**src/rtl/mode2_sub_stream.sv**
```systemverilog
// mode2_sub_stream
//
// Consumer end of the softmax max-reduction path. It latches the final row
// maximum and streams 4-lane fp16 vectors through a two-stage pipeline. Each
// output lane is inp_i - max, which feeds the exponent stage. A row counter
// makes the block a self-contained per-row sequencer.
//
// Ports:
//   clk, reset            rising-edge clock, synchronous active-high reset
//   max_valid             loads max_in / row_len (honored only while idle)
//   max_in, row_len       final row maximum, number of vectors in the row
//   in_valid / in_ready   input handshake for lanes inp0..inp3
//   out_valid / out_ready output handshake for lanes outp0..outp3
//   busy                  a row is in progress (RUN or DRAIN)
//   done                  one-cycle pulse when the last vector of a row leaves
//
// The subtractor implements IEEE half-precision subtraction with
// round-to-nearest-even. It fully supports subnormals. Every invalid
// operation returns the canonical quiet NaN 0x7E00.
module mode2_sub_stream #(
  parameter int DATAWIDTH = 16,
  parameter int ROWLEN_W  = 8
) (
  input  logic                 clk,
  input  logic                 reset,
  input  logic                 max_valid,
  input  logic [DATAWIDTH-1:0] max_in,
  input  logic [ROWLEN_W-1:0]  row_len,
  input  logic                 in_valid,
  output logic                 in_ready,
  input  logic [DATAWIDTH-1:0] inp0,
  input  logic [DATAWIDTH-1:0] inp1,
  input  logic [DATAWIDTH-1:0] inp2,
  input  logic [DATAWIDTH-1:0] inp3,
  output logic                 out_valid,
  input  logic                 out_ready,
  output logic [DATAWIDTH-1:0] outp0,
  output logic [DATAWIDTH-1:0] outp1,
  output logic [DATAWIDTH-1:0] outp2,
  output logic [DATAWIDTH-1:0] outp3,
  output logic                 busy,
  output logic                 done
);

  typedef enum logic [1:0] {IDLE, RUN, DRAIN} state_e;

  state_e                          state_q, state_d;
  logic [DATAWIDTH-1:0]            max_q, max_d;
  logic [ROWLEN_W-1:0]             remaining_q, remaining_d;
  logic                            zero_done_q, zero_done_d;
  logic                            a_valid_q, a_valid_d;
  logic                            b_valid_q, b_valid_d;
  logic [3:0][DATAWIDTH-1:0]       a_data_q, a_data_d;
  logic [3:0][DATAWIDTH-1:0]       b_data_q, b_data_d;
  logic                            stall;
  logic                            in_xfer;
  logic                            drain_done;

  // Half-precision a - b with round-to-nearest-even. The smaller operand is
  // aligned using guard, round and sticky bits. Cancellation is renormalised
  // with left shifts, but the exponent never drops below 1 so that the
  // result can become subnormal.
  function automatic logic [15:0] fp16_sub(input logic [15:0] a, input logic [15:0] b);
    logic        sb, sx, sy, a_nan, b_nan, a_inf, b_inf, rnd_up;
    logic [4:0]  xe, ye, ex, ey, shift;
    logic [9:0]  xf, yf;
    logic [13:0] mx, my;
    logic [43:0] aligned;
    logic [14:0] acc;
    logic [5:0]  er;
    logic [11:0] m_rnd;
    logic [15:0] res;
    sb    = ~b[15];
    a_nan = (a[14:10] == 5'h1F) && (a[9:0] != 10'h000);
    b_nan = (b[14:10] == 5'h1F) && (b[9:0] != 10'h000);
    a_inf = (a[14:10] == 5'h1F) && (a[9:0] == 10'h000);
    b_inf = (b[14:10] == 5'h1F) && (b[9:0] == 10'h000);
    res   = 16'h0000;
    if (a_nan || b_nan || (a_inf && b_inf && (a[15] != sb))) begin
      res = 16'h7E00;
    end else if (a_inf) begin
      res = {a[15], 5'h1F, 10'h000};
    end else if (b_inf) begin
      res = {sb, 5'h1F, 10'h000};
    end else begin
      if (a[14:0] >= b[14:0]) begin
        sx = a[15]; xe = a[14:10]; xf = a[9:0];
        sy = sb;    ye = b[14:10]; yf = b[9:0];
      end else begin
        sx = sb;    xe = b[14:10]; xf = b[9:0];
        sy = a[15]; ye = a[14:10]; yf = a[9:0];
      end
      ex      = (xe == 5'd0) ? 5'd1 : xe;
      ey      = (ye == 5'd0) ? 5'd1 : ye;
      shift   = ex - ey;
      mx      = {(xe != 5'd0), xf, 3'b000};
      aligned = {(ye != 5'd0), yf, 3'b000, 30'd0} >> shift;
      my      = {aligned[43:31], aligned[30] | (|aligned[29:0])};
      er      = {1'b0, ex};
      if (sx == sy) begin
        acc = {1'b0, mx} + {1'b0, my};
        if (acc[14]) begin
          acc = {1'b0, acc[14:2], acc[1] | acc[0]};
          er  = er + 6'd1;
        end
      end else begin
        acc = {1'b0, mx} - {1'b0, my};
        for (int i = 0; i < 13; i++) begin
          if (!acc[13] && (er > 6'd1)) begin
            acc = acc << 1;
            er  = er - 6'd1;
          end
        end
      end
      if (acc == 15'd0) begin
        // Exact cancellation gives +0. Only (-0) + (-0) keeps the sign.
        res = (sx == sy) ? {sx, 15'd0} : 16'h0000;
      end else begin
        rnd_up = acc[2] && (acc[1] || acc[0] || acc[3]);
        m_rnd  = {1'b0, acc[13:3]} + {11'd0, rnd_up};
        if (m_rnd[11]) begin
          m_rnd = m_rnd >> 1;
          er    = er + 6'd1;
        end
        if (er >= 6'd31) res = {sx, 5'h1F, 10'h000};
        else             res = {sx, (m_rnd[10] ? er[4:0] : 5'd0), m_rnd[9:0]};
      end
    end
    return res;
  endfunction

  // Row sequencing. done comes from two sources. A zero-length row raises a
  // registered flag. The end of DRAIN raises done combinationally, so that
  // the pulse lines up with the final output transfer.
  always_comb begin
    stall       = b_valid_q && !out_ready;
    in_ready    = (state_q == RUN) && (remaining_q != '0) && !stall;
    in_xfer     = in_valid && in_ready;
    drain_done  = !a_valid_q && (!b_valid_q || out_ready);
    state_d     = state_q;
    max_d       = max_q;
    remaining_d = remaining_q;
    zero_done_d = 1'b0;
    done        = zero_done_q;
    case (state_q)
      IDLE: begin
        if (max_valid) begin
          max_d       = max_in;
          remaining_d = row_len;
          if (row_len != '0) state_d = RUN;
          else               zero_done_d = 1'b1;
        end
      end
      RUN: begin
        if (in_xfer) begin
          remaining_d = remaining_q - 1'b1;
          if (remaining_q == ROWLEN_W'(1)) state_d = DRAIN;
        end
      end
      DRAIN: begin
        if (drain_done) begin
          done    = 1'b1;
          state_d = IDLE;
        end
      end
      default: state_d = IDLE;
    endcase
  end

  // Pipeline next-state. Both stages move together, and a stall freezes
  // both of them. Data registers load only alongside a valid, so idle
  // cycles leave the last result on the outputs.
  always_comb begin
    a_valid_d = a_valid_q;
    a_data_d  = a_data_q;
    b_valid_d = b_valid_q;
    b_data_d  = b_data_q;
    if (!stall) begin
      a_valid_d = in_xfer;
      if (in_xfer) a_data_d = {inp3, inp2, inp1, inp0};
      b_valid_d = a_valid_q;
      if (a_valid_q) begin
        for (int i = 0; i < 4; i++) b_data_d[i] = fp16_sub(a_data_q[i], max_q);
      end
    end
  end

  // All state registers. Reset clears everything, so a mid-row reset
  // flushes the pipeline without a done pulse.
  always_ff @(posedge clk) begin
    if (reset) begin
      state_q     <= IDLE;
      max_q       <= '0;
      remaining_q <= '0;
      zero_done_q <= 1'b0;
      a_valid_q   <= 1'b0;
      b_valid_q   <= 1'b0;
      a_data_q    <= '0;
      b_data_q    <= '0;
    end else begin
      state_q     <= state_d;
      max_q       <= max_d;
      remaining_q <= remaining_d;
      zero_done_q <= zero_done_d;
      a_valid_q   <= a_valid_d;
      b_valid_q   <= b_valid_d;
      a_data_q    <= a_data_d;
      b_data_q    <= b_data_d;
    end
  end

  assign out_valid = b_valid_q;
  assign outp0     = b_data_q[0];
  assign outp1     = b_data_q[1];
  assign outp2     = b_data_q[2];
  assign outp3     = b_data_q[3];
  assign busy      = (state_q != IDLE);

endmodule
```
**config.mk**
```make
export PLATFORM = sky130hd
export DESIGN_NAME = mode2_sub_stream
export DESIGN_NICKNAME = d
export VERILOG_FILES = /design/src/rtl/mode2_sub_stream.sv
export SDC_FILE = /design/constraint.sdc
export NUM_CORES = 2
export LEC_CHECK = 0
export BUFFER_PORTS_ARGS = -buffer_cell sky130_fd_sc_hd__buf_2
export CELL_PAD_IN_SITES_DETAIL_PLACEMENT = 2
export CELL_PAD_IN_SITES_GLOBAL_PLACEMENT = 2
export CORE_ASPECT_RATIO = 0.5
export CORE_MARGIN = 1.5
export CORE_UTILIZATION = 30
export DETAILED_ROUTE_END_ITERATION = 10
export PLACE_DENSITY_LB_ADDON = 0.1
export RECOVER_POWER = 100
export SLEW_MARGIN = 30
export SYNTH_ARGS = -nofsm -noshare
export SYNTH_HDL_FRONTEND = slang
export SYNTH_SLANG_ARGS = --single-unit
```
**constraint.sdc**
```tcl
create_clock -name clk -period 40.5 [get_ports clk]
set_clock_uncertainty 0.05 [all_clocks]
set_input_delay 8.1 -clock clk [delete_from_list [all_inputs] [get_ports clk]]
set_output_delay 8.1 -clock clk [all_outputs]
set_load 0.1 [all_outputs]
```
==> results.ini <==
[timing]
grt_setup_unrepaired=no
period_minus_slack_ns=37.07
max_clock_freq_mhz=27.0
min_period_over_period_pct=91.5
tns_ns=0
hold_violations=0
tightest_slew_ns=3.02
relSlewSlack_pct=-101
slew_viol_final=263
finalSetupViolations=0

[yosys]
synth_fp_nets=7663
synth-main-ff-cell=dfxtp_1
postSynth.asyncResetShare_pct=0
yosys.area.top_type=mux2i_1
syn_avg_cell_area_um2=6.74
seq_area_frac_synth_pct=6.41
ys_seq_elements=157
syn-cell-area_um2=49000
synth_enable_flop_cells=0
yosys.area.top_type_share_pct=7.88
yosys_warnings=0
ys_types=146
netlist_instances=7273
synth.area.top_cells=mux2i_1, ha_1, nand2_1

[layout]
mostFrequentLayoutCells=nand2_1, nor2_1, a21oi_1, o21ai_0, mux2i_1
final_common_cell=nand2_1
post-route-util_pct=32.4
fillers=19433
nets=7557
drive_above_1_share_pct=10.0
area_growth_pct=6.81

[critical_path]
startpoint=max_q[3]
cp.arrival_ns=37.41
r2r_start=max_q[3]
critPathMaxStageDelay_ns=1.90
r2r_end=outp1[8]
worst_r2r_path_depth=118
crit_type=register to register
critPathBufInv=11
cp_top_family=compound AO/OA/AOI/OAI gates
reg2reg_slack_ns=3.43
crit_path_frequent_cell=nor2_1
cp-end-kind=register
cp_max_fo=26
slowest_stage=a21oi_1
start_kind=register
critical_path_required_ns=40.84

[cts]
cts_post_setup_buffers_inserted=0
cts_resized=0
cts.sink_count=157
clock_latency_ns=0.51
clock_tree.buffer_depth=2
htreeDepth=4
cts_root_buf=clkbuf_16
cts.clk_slew.worst_paths_ns=0.07
postCtsHoldBufs=0
cts_tree=built
cts_buffers=17

[die]
io_pins=161
die_y_um=289
num_rows=104
dieArea_um2=166000
start_util_pct=30.3
design.core.area_um2=161000
die_w_um=575

[detailed_routing]
ant_nets=0
drtIter0Drc=3185
drc=0
routed_via_density=6.06
wirelength_um=227000
firstDrtPassIters=5
wire_per_inst_um=24.3
vias=56652

[worst_hold_path]
hold_end=outp3[7]
hold_depth=1
min-delay-start=outp3[7]
hold_class=register to register

[placed_design]
portBuffers=160
place.detailed.hpwl_um=186000
place_congestion=0.908

[global_route]
grt.overflow.total=0
grt.total_usage_pct=26.3
grt_pass1_vias=58984
grt_max_degree=67
grt_pass1_wl_um=355000
antenna_found_initial=4

[run]
drv_cap=9

[run_status]
status=finished with violations
violations=max-capacitance violations, max-slew violations

## layer usage
layer  up-vias  GRT usage [%]  part of all wire, %
met2       713           44.0                   45
li1      27100              -                    -
met4         2           6.18                  2.1
met5         -              0               0.0048
met1     28654           36.8                   50
met3       183           1.72                  2.3
## final cells by class
class / count / area [µm²] / area share [%]
tap: 2173 / 2720 / 5.19
timing repair buffer: 270 / 1530 / 2.92
antenna: 1 / 2.50 / 0.00478
sequential: 157 / 3140 / 6.00
clock inverter: 13 / 131 / 0.251
multi-input combinational: 6448 / 43300 / 82.8
clock buffer: 19 / 453 / 0.865
inverter: 273 / 1020 / 1.96
## state kept, by name, summed over array words and instances, names as in the netlist
signal,flops
out_valid,1
max_q,16
outp0,16
zero_done_q,1
a_valid_q,1
remaining_q,8
a_data_q,64
outp1,16
state_q,2
outp2,16
outp3,16
## synthesized netlist by cell type (55+ instances only)
library cell,n
nand2_1,920
a211oi_1,156
a21oi_1,590
nor3_1,180
ha_1,289
inv_1,262
o21ai_0,437
a31oi_1,97
nor2b_1,56
xnor2_1,202
or3_1,55
o211ai_1,120
nor4_1,64
nand3_1,220
o21a_1,67
mux2i_1,386
o21ai_1,57
dfxtp_1,157
nand4_1,90
or2_2,64
clkbuf_1,286
nand2b_1,63
and2_1,75
nor2_1,774
and3_1,85
a21o_1,94
mux2_2,151
## how the worst max path moves through the flow
stage / cells past startpoint / to / slack, ns
after floorplan: 143 / outp0[9] / 9.95
after global placement: 128 / outp0[11] / 5.79
after detailed placement: 127 / outp0[11] / 4.13
after CTS: 127 / outp0[11] / 3.95
after global routing: 116 / outp2[13] / 0.49
final: 118 / outp1[8] / 3.43
## logic make-up after synthesis
family	synth area share, %
DFF	6.41
AOI/OAI and AO/OA	35.3
xor gates and xnor gates	4.80
buffers and inverters	5.42
adders and majority gates	7.73
and+or+nand+nor	27.7
muxes	12.6
## metrics by stage
stage               setup WS [ns]  hold WS, ns  cell area [µm²]  instances
floorplan                    9.95        0.393            49000       7273
detailed placement           4.13        0.401            51800       9321
global route                0.487        0.452            52300       9353
finish                       3.43        0.418            52300       9354
global placement             5.79        0.386            51800       9321
CTS                          3.95        0.418            52400       9353
Power is left out: the tool's default activity adds up to more than one toggle a clock period on the data nets, which glitch-free logic cannot reach.
